### src/rtl/madnes_oam_pkg.sv
// Shared OAM arbiter types and sizes: object layout, queued CPU write entry, CPU read FSM states.
package madnes_oam_pkg;

    localparam int unsigned OAM_ADDR_SIZE = 8;
    localparam int unsigned FIFO_DEPTH    = 4;
    localparam int unsigned DATA_W        = 32;
    localparam int unsigned SY_W          = 10;
    localparam int unsigned LEVEL_W       = $clog2(FIFO_DEPTH) + 1;

    // One 32-bit OAM word as seen by the line-preparation block
    typedef struct packed {
        logic [7:0] spriteref;
        logic [9:0] x;
        logic [9:0] y;
        logic       prio;
        logic       xflip;
        logic       yflip;
        logic       en;
    } oam_obj_t;

    typedef struct packed {
        logic [OAM_ADDR_SIZE-1:0] addr;
        logic [DATA_W-1:0]        data;
    } oam_wr_t;

    typedef enum logic {
        S_IDLE,
        S_RD_WAIT
    } rd_state_t;

endpackage

### src/rtl/oam_wr_fifo.sv
// Synchronous CPU write FIFO; pointers carry an extra wrap bit to tell full from empty.
module oam_wr_fifo
    import madnes_oam_pkg::*;
#(
    parameter int unsigned DEPTH = FIFO_DEPTH
) (
    input  logic                       clk,
    input  logic                       reset,
    input  logic                       push,
    input  oam_wr_t                    wr_entry,
    input  logic                       pop,
    output oam_wr_t                    rd_entry,
    output logic                       full,
    output logic                       empty,
    output logic [$clog2(DEPTH):0]     level
);
    localparam int unsigned PTR_W = $clog2(DEPTH);

    logic [PTR_W:0] wr_ptr;
    logic [PTR_W:0] rd_ptr;
    oam_wr_t        mem [DEPTH];
    logic           do_push;
    logic           do_pop;

    assign do_push = push && !full;
    assign do_pop  = pop && !empty;

    always_ff @(posedge clk or posedge reset) begin
        if (reset) begin
            wr_ptr <= '0;
            rd_ptr <= '0;
        end else begin
            if (do_push) wr_ptr <= wr_ptr + (PTR_W+1)'(1);
            if (do_pop)  rd_ptr <= rd_ptr + (PTR_W+1)'(1);
        end
    end

    // Storage needs no reset; occupancy is governed by the pointers alone
    always_ff @(posedge clk) begin
        if (do_push) mem[wr_ptr[PTR_W-1:0]] <= wr_entry;
    end

    assign rd_entry = mem[rd_ptr[PTR_W-1:0]];
    assign empty    = (wr_ptr == rd_ptr);
    assign full     = (wr_ptr[PTR_W] != rd_ptr[PTR_W]) &&
                      (wr_ptr[PTR_W-1:0] == rd_ptr[PTR_W-1:0]);
    assign level    = wr_ptr - rd_ptr;

endmodule

### src/rtl/oam_port_arbiter.sv
// Shares the single-port OAM RAM: scanner always wins, CPU writes queue and retire in idle cycles.
// Define OAM_CPU_READ_EN to build the CPU read path; otherwise the read ports are tied off.
module oam_port_arbiter
    import madnes_oam_pkg::*;
(
    input  logic                      clk,
    input  logic                      reset,
    input  logic [SY_W-1:0]           sy,
    input  logic                      scan_busy,
    input  logic [OAM_ADDR_SIZE-1:0]  scan_addr,
    output logic [DATA_W-1:0]         scan_data,
    input  logic                      cpu_wr_valid,
    output logic                      cpu_wr_ready,
    input  logic [OAM_ADDR_SIZE-1:0]  cpu_wr_addr,
    input  logic [DATA_W-1:0]         cpu_wr_data,
    input  logic                      cpu_rd_valid,
    output logic                      cpu_rd_ready,
    input  logic [OAM_ADDR_SIZE-1:0]  cpu_rd_addr,
    output logic [DATA_W-1:0]         cpu_rd_data,
    output logic                      cpu_rd_done,
    output logic [OAM_ADDR_SIZE-1:0]  ram_addr,
    output logic                      ram_we,
    output logic [DATA_W-1:0]         ram_wdata,
    input  logic [DATA_W-1:0]         ram_rdata,
    output logic [LEVEL_W-1:0]        fifo_level
);
    logic [SY_W-1:0] last_sy;
    logic            scan_req;
    logic            fifo_full;
    logic            fifo_empty;
    logic            push;
    logic            pop;
    logic            rd_grant;
    oam_wr_t         wr_entry;
    oam_wr_t         head;

    // A new scanline starts scanning before the scanner raises busy
    always_ff @(posedge clk or posedge reset) begin
        if (reset) last_sy <= 10'h3FF;
        else       last_sy <= sy;
    end

    assign scan_req     = scan_busy || (sy != last_sy);
    assign cpu_wr_ready = !fifo_full;
    assign push         = cpu_wr_valid && !fifo_full;
    assign pop          = !scan_req && !fifo_empty;
    assign wr_entry     = '{addr: cpu_wr_addr, data: cpu_wr_data};
    assign scan_data    = ram_rdata;

    oam_wr_fifo #(.DEPTH(FIFO_DEPTH)) u_wr_fifo (
        .clk      (clk),
        .reset    (reset),
        .push     (push),
        .wr_entry (wr_entry),
        .pop      (pop),
        .rd_entry (head),
        .full     (fifo_full),
        .empty    (fifo_empty),
        .level    (fifo_level)
    );

    // Port priority: scanner, then queued writes, then a granted read
    always_comb begin
        ram_addr  = scan_addr;
        ram_we    = 1'b0;
        ram_wdata = '0;
        if (!scan_req) begin
            if (pop) begin
                ram_addr  = head.addr;
                ram_we    = 1'b1;
                ram_wdata = head.data;
            end else if (rd_grant) begin
                ram_addr = cpu_rd_addr;
            end
        end
    end

`ifdef OAM_CPU_READ_EN
    rd_state_t state;

    // Reads wait for an empty FIFO and no same-cycle push, so they see every earlier write
    assign cpu_rd_ready = !reset && (state == S_IDLE) && !scan_req && fifo_empty && !push;
    assign rd_grant     = cpu_rd_valid && cpu_rd_ready;

    always_ff @(posedge clk or posedge reset) begin
        if (reset) begin
            state       <= S_IDLE;
            cpu_rd_data <= '0;
            cpu_rd_done <= 1'b0;
        end else begin
            cpu_rd_done <= 1'b0;
            case (state)
                S_IDLE: begin
                    if (rd_grant) state <= S_RD_WAIT;
                end
                S_RD_WAIT: begin
                    // RAM data belongs to last cycle's read address even if the scanner took the port now
                    cpu_rd_data <= ram_rdata;
                    cpu_rd_done <= 1'b1;
                    state       <= S_IDLE;
                end
                default: state <= S_IDLE;
            endcase
        end
    end
`else
    logic unused_rd_valid;

    assign unused_rd_valid = cpu_rd_valid;
    assign rd_grant        = 1'b0;
    assign cpu_rd_ready    = 1'b0;
    assign cpu_rd_done     = 1'b0;
    assign cpu_rd_data     = '0;
`endif

endmodule
### config.mk
export PLATFORM = sky130hd
export DESIGN_NAME = oam_port_arbiter
export DESIGN_NICKNAME = d
export VERILOG_FILES = /design/src/rtl/madnes_oam_pkg.sv /design/src/rtl/oam_wr_fifo.sv /design/src/rtl/oam_port_arbiter.sv
export SDC_FILE = /design/constraint.sdc
export NUM_CORES = 1
export LEC_CHECK = 0
export BUFFER_PORTS_ARGS = -buffer_cell sky130_fd_sc_hd__buf_2
export CAP_MARGIN = 20
export CORE_MARGIN = 1
export CORE_UTILIZATION = 47
export CTS_CLUSTER_SIZE = 28
export DETAILED_ROUTE_END_ITERATION = 7
export PLACE_DENSITY = 0.74
export SYNTH_ARGS = -nofsm -noshare
export SYNTH_HDL_FRONTEND = slang
export SYNTH_SLANG_ARGS = --single-unit
### constraint.sdc
create_clock -name clk -period 3 [get_ports clk]
set_input_delay 0.3 -clock clk [delete_from_list [all_inputs] [get_ports clk]]
set_output_delay 0.3 -clock clk [all_outputs]
set_load 0.02 [all_outputs]
==> results.ini, run 1 <==
[sta]
whs_ns=0.0983
layout_setup_ws_ns=-0.00501
timing.final.crit_share_pct=100
slew_viol_final=0
period_minus_slack_ns=3.01
skew_ns=0.00593
tns_ns=-0.00728
setup_violations=2
rsz0062_at_grt=yes
fmax_mhz=333
tightest_slew_ns=0.859
hold_violations=0
slew_headroom_pct=42.7

[logic_synthesis]
synth.largest_area_cell=edfxtp_1
synth_cells=385
synth_top_area_share_pct=64.9
synth.distinct_cells=31
synth_area_per_cell_um2=19.2
synth_top_family_by_area=multiplexers
yosys.area_share.adder_pct=1.45
synth-seq-area-share_pct=70.5
synth_area_leaders=edfxtp_1 65%, mux4_2 12%, buf_4 6.7%
synthMuxAreaShare_pct=13.9
synthSimpleGateAreaFrac_pct=3.89
yosysWarnings=0
yosys.cell_count.top_type=edfxtp_1
syn-cell-area_um2=7400
yosys_register_bits=176
synth_compound_area_share_pct=0.169
synth_edf_count=160
yosys.area_share.xor_xnor_pct=1.89
synth_ff_type=edfxtp_1
synthArstFlopShare_pct=9.09
synth_common_cells=160 x edfxtp_1, 66 x buf_4, 40 x mux4_2

[clock_network]
postCtsSetupBuffers=0
clk_latency_ns=0.41
cts_tree=built
cts_max_level=4
numCtsBuffers=17
clock-sinks=176
cts.clk_slew.worst_paths_ns=0.06
cts_root_buf=clkbuf_16
clock_path_buffers=2

[job]
drv_cap=0

[power_and_ir_drop]
powerDensity_nw_per_um2=741
power.leakage_nw=3.17
p_int_mw=4.90
switching_share_pct=23.3
peakVddDrop_uv=517
seqPwrFrac_pct=51.4
p_sw_mw=1.49
clkPwrFrac_pct=34.7
power_frac_comb_pct=13.9

[setup_path]
cp_top_family=simple AND/OR/NAND/NOR gates
crit_buf_inv=2
arrival_ns=2.71
criticalPathCategory=reg2out
cp_max_fo=30
slowest_delay_ns=0.55
cp.required_ns=2.70
cp_cell_sequence=xor2_1, nor4_2, nand4_1, or4_4, buf_12, mux2_2, buf_2
cp-start-kind=flop
worst_path_max_delay_cell=or4_4
critPathCaptureType=output pin

[routing]
met2_length_mm=7.36
drtIter0Drc=147
top_layer=met4
ant_nets=0
wl_per_cell_um=19.2
drt_wl_total_mm=13.6
drc=0
vias_per_cell=4.99
dr.pass1.iters=4
vias=3535
wl_met1_mm=5.09
wl_met3_mm=1.00

[run_status]
violations=negative setup slack
status=finished with violations

[floorplanning]
initial_core_util_pct=48.5
die_h_um=127
core_um2=15300
dieArea_um2=16200
row_count=45
dieWidth_um=127
ioPinCount=214

[layout]
fillerInstances=1157
design_area_um2=8620
multi_input_area_um2=1710
ff_latch_area_um2=5220
num_antenna_cells=0
nets=595
drive_gt1_share_pct=42.3
final_core_util_pct=56.5
syn_to_final_growth_pct=16.6

[place]
port-buffer-count=106
pre_cts_slack_ns=0.233
dp_hpwl_mm=8.42
placed_cell_area_um2=7860
gp_congestion=0.740

[global_route]
antenna_found_initial=0
grt_usage_pct=17.9
grt_max_degree=44
grt_pass1_wl_mm=20.5
grt_pass1_vias=3654
grt_overflow=0

[min_path]
hold_class=in2reg

==> timing repair <==
item                                    CTS  global route
hold buffers                             11             0
gates resized for setup                   2            21
endpoints found under the setup margin   40            25
hold endpoints to repair                 16             0
pin swaps                                 1             0
==> sequential cells by signal (all words and copies together) (netlist names) <==
register,flops
last_sy,10
u_wr_fifo.wr_ptr,3
u_wr_fifo.rd_ptr,3
u_wr_fifo.mem,160
==> path summary, 6_finish.rpt <==
| kind | from | end | slack (ns) | cells past startpoint |
|---|---|---|---|---|
| setup / recovery | last_sy[7] | ram_addr[7] | -0.005 | 7 |
| hold / removal | cpu_wr_addr[7] | u_wr_fifo.mem[2][39] | 0.1 | 1 |
| setup reg to reg | last_sy[7] | u_wr_fifo.rd_ptr[1] | 0.76 | 6 |
| hold reg to reg | u_wr_fifo.wr_ptr[2] | u_wr_fifo.wr_ptr[2] | 0.49 | 1 |
| max in group asynchronous | reset | u_wr_fifo.rd_ptr[0] | 2.03 | 3 |
| min in group asynchronous | reset | u_wr_fifo.rd_ptr[2] | 0.51 | 3 |
==> metal layers <==
metal,track usage [%],up-vias
met4,6.65,0
li1,-,1561
met1,20.4,1792
met2,30.9,160
met3,6.24,22
met5,0,-
==> cell type report <==
type | count | share of cell area (%)
clock buffers | 20 | 5.06
inverters | 7 | 0.305
well taps | 211 | 3.06
multi-input cells | 154 | 19.8
repair buffers | 128 | 9.28
flip-flops and latches | 176 | 60.6
clock inverters | 12 | 1.91
==> cell families (layout without fill, tap and decap cells) <==
kind of cell | Yosys count | in the layout
other cells | 1 | 34
compound gates | 2 | 2
mux | 49 | 49
flops | 176 | 176
buf+inv | 88 | 167
fa+ha+maj | 8 | 8
xor+xnor | 16 | 16
simple gates | 45 | 45
==> placed cells by master, fill, tap and decap left out, drive strengths merged <==
master       instances
edfxtp             160
buf                117
mux4                40
conb                34
nor2b               28
clkbuf              20
dlygate4sd3         11
dfstp               10
xor2                 9
mux2                 9
inv                  8
xnor2                7
ha                   7
dfrtp                6
clkinv               5
and2b                4
and3                 4
bufinv               4
nand2                2
clkinvlp             2
nor4                 2
nand3                1
and2                 1
o21ai                1
nand4                1
o211ai               1
or4                  1
nand2b               1
fa                   1
==> metrics by stage <==
stage	power [mW]	std cells
floorplan	3.95	418
global placement	4.17	665
detailed placement	4.23	665
CTS	6.47	708
global route	6.65	708
finish	6.39	708
==> power by group through the flow <==
stage / sequential [mW] / clock [mW] / combinational [mW]
after floorplan: 3.30 / 0 / 0.650
after global placement: 3.30 / 0 / 0.870
after detailed placement: 3.34 / 0 / 0.895
after CTS: 3.29 / 2.27 / 0.913
after global routing: 3.32 / 2.36 / 0.973
final: 3.28 / 2.22 / 0.886
==> worst reg2reg max path, delay by kind of cell (launching register included) <==
kind,cells,cell delay (ns)
buf+inv,1,0.20
xor+xnor,1,0.08
mux,1,0.28
flops,1,0.52
simple gates,3,1.04
No activity file was read; power rests on OpenSTA's default activity.
==> run 2, diff against run 1 <==
--- a/config.mk
+++ b/config.mk
@@ -5,6 +5,7 @@
 export SDC_FILE = /design/constraint.sdc
 export NUM_CORES = 1
 export LEC_CHECK = 0
+export ABC_AREA = 1
 export BUFFER_PORTS_ARGS = -buffer_cell sky130_fd_sc_hd__buf_2
 export CAP_MARGIN = 20
 export CORE_MARGIN = 1
==> constraint.sdc (replaced) <==
create_clock -name clk -period 3 [get_ports clk]
set_input_delay 0.3 -clock clk [delete_from_list [all_inputs] [get_ports clk]]
set_output_delay 0.3 -clock clk [all_outputs]
set_load 0.05 [all_outputs]
==> results.ini, run 2 <==
[place]
port-buffer-count=106
gp_congestion=0.741
dp.cells=934
dp_hpwl_mm=9.38
placed_cell_area_um2=8210

[routing]
dr.pass1.iters=4
ant_nets=0
wl_per_cell_um=16.0
drc=0
drt_wl_total_mm=15.7
vias_per_cell=4.88
vias=4767
drtIter0Drc=267

[clock_network]
clock_path_buffers=2
clock-sinks=176
numCtsBuffers=17
cts.clk_slew.worst_paths_ns=0.06
cts_max_level=4
clk_latency_ns=0.41
cts_root_buf=clkbuf_16
cts_tree=built
postCtsSetupBuffers=0

[global_route]
antenna_found_initial=4
use_met1_pct=22.1
grtUsageMet3_pct=4.52
grt_pass1_vias=4515
grt_usage_pct=19.2
grt.met2_usage_pct=34.5
grt_max_degree=83
busiest_layer=met2
grt_pass1_wl_mm=23.7
grt_overflow=0

[sta]
period_minus_slack_ns=2.79
tightest_slew_ns=0.831
slew_viol_final=0
skew_ns=0.00519
timing.final.crit_share_pct=93.2
fmax_mhz=358
hold_violations=0
tns_ns=0
slew_headroom_pct=44.6
rsz0062_at_grt=no
setup_violations=0

[setup_path]
worst_path_max_delay_cell=dlygate4sd3_1
cp_top_family=buffers and inverters
cp_max_fo=31
critPathCaptureType=output pin
slowest_delay_ns=0.56
cp.required_ns=2.70
crit_buf_inv=5
criticalPathCategory=in2out
crit_path_frequent_cell=nand2_1
cp_cell_sequence=dlygate4sd3_1, buf_2, inv_1, nand2_1, nand2_1, nor2_1, nand2_1, nor2_1, nand2_8, buf_12, nor2_2, buf_2
cp-start-kind=primary input
arrival_ns=2.49

[logic_synthesis]
synth_top_area_share_pct=62.0
yosys_register_bits=176
syn-cell-area_um2=7750
synth_ff_type=edfxtp_1
yosys.cell_count.top_type=edfxtp_1
synth_common_cells=160 x edfxtp_1, 100 x nor2_1, 81 x o21ai_0
synth.largest_area_cell=edfxtp_1
yosysWarnings=0
synthArstFlopShare_pct=9.09
synth.distinct_cells=26
synth_area_per_cell_um2=11.7
synth_area_leaders=edfxtp_1 62%, buf_4 6.5%, o21ai_0 5.2%
synth-seq-area-share_pct=67.3
synth_cells=665
synth_edf_count=160

[power_and_ir_drop]
p_total_mw=6.36
power.leakage_nw=3.64
p_int_mw=4.65
switching_share_pct=26.8
seqPwrFrac_pct=51.6
clkPwrFrac_pct=31.6
peakVddDrop_uv=428
power_frac_comb_pct=16.8
p_sw_mw=1.71
powerDensity_nw_per_um2=717

[floorplanning]
die_h_um=130
initial_core_util_pct=48.4
core_um2=16000
dieWidth_um=130
row_count=46
ioPinCount=214
dieArea_um2=17000

[layout]
layout_commonest_cell=edfxtp_1
final_core_util_pct=55.4
layout_common_cells=160 x edfxtp_1, 106 x buf_2, 96 x nor2_1
drive_gt1_share_pct=24.1
largest_reg_flops=160
fin_cells=976
nets=859
fillerInstances=1391
design_area_um2=8870
syn_to_final_growth_pct=14.4

[min_path]
hold_class=in2reg

[job]
drv_cap=0

[run_status]
status=completed

==> run 2: changes by cell type after synthesis, moves of 6 or more <==
cell	change
xor2_1	-6
nor2b_1	-28
o22ai_1	+40
xnor2_1	-6
inv_1	+55
nand2_1	+51
nor2_1	+100
nor2_2	+24
clkbuf_1	+11
nand3_1	+12
o21ai_0	+80
mux2_4	-6
mux4_2	-40
==> run 2: what timing repair did <==
item | 4_1_cts | 5_1_grt
hold buffers | 11 | 0
endpoints found under the setup margin | 0 | 4
resized for setup | 0 | 1
hold endpoints to repair | 16 | 0
==> run 2: final cells by class <==
class	count	area (um2)	area share, %
repair buffers	128	798	9.00
multi-input cells	362	1800	20.3
clock buffers	21	440	4.97
diodes	1	2.50	0.0282
flip-flops and latches	176	5220	58.9
well taps	216	270	3.05
inverters	63	236	2.67
clock inverters	9	93.8	1.06
==> run 2: worst register-to-register path: cells and delay by family (launching register included) <==
| family | cells | cell delay, ns |
|---|---|---|
| simple gates | 3 | 0.70 |
| buf+inv | 2 | 0.44 |
| flops | 1 | 0.41 |
| fa+ha+maj | 1 | 0.29 |
==> run 2: final timing paths <==
path / start / endpoint / slack, ns / cells after the start
min in group asynchronous: reset / u_wr_fifo.wr_ptr[2] / 0.54 / 3
min: cpu_wr_addr[5] / u_wr_fifo.mem[3][37] / 0.10 / 1
max in group asynchronous: reset / u_wr_fifo.rd_ptr[0] / 2.01 / 3
max: sy[5] / ram_wdata[11] / 0.21 / 12
min reg2reg: u_wr_fifo.rd_ptr[2] / u_wr_fifo.rd_ptr[2] / 0.61 / 2
max reg2reg: u_wr_fifo.wr_ptr[0] / u_wr_fifo.mem[2][5] / 0.84 / 6
==> run 2: logic make-up after synthesis <==
family	after synthesis	synth area share [%]
other	1	0.0484
AO/OA/AOI/OAI	122	8.53
adder cells (fa/ha/maj)	8	1.39
buffers and inverters	160	11.5
flip-flops	176	67.3
XOR/XNOR	5	0.662
AND/OR/NAND/NOR	193	10.6
==> run 2: power groups by stage <==
stage                     combinational (mW)  sequential (mW)  clock [mW]
after floorplan                        0.839             3.32           0
after global placement                  1.05             3.31           0
after detailed placement                1.07             3.33           0
after CTS                               1.09             3.28        2.05
after global routing                    1.18             3.31        2.15
final                                   1.07             3.28        2.01
==> run 2: per-layer routing <==
layer	part of all wire, %	up-vias
li1	-	2325
met1	40	2259
met5	0.19	-
met3	5.5	28
met4	1.8	4
met2	52	151
==> run 2: metrics by stage <==
stage / setup WS, ns / hold slack (ns)
floorplan: -0.218 / 0.207
global placement: 0.604 / 0.400
detailed placement: 0.545 / 0.409
CTS: 0.0992 / 0.0813
global route: 0.0412 / 0.0846
finish: 0.205 / 0.101
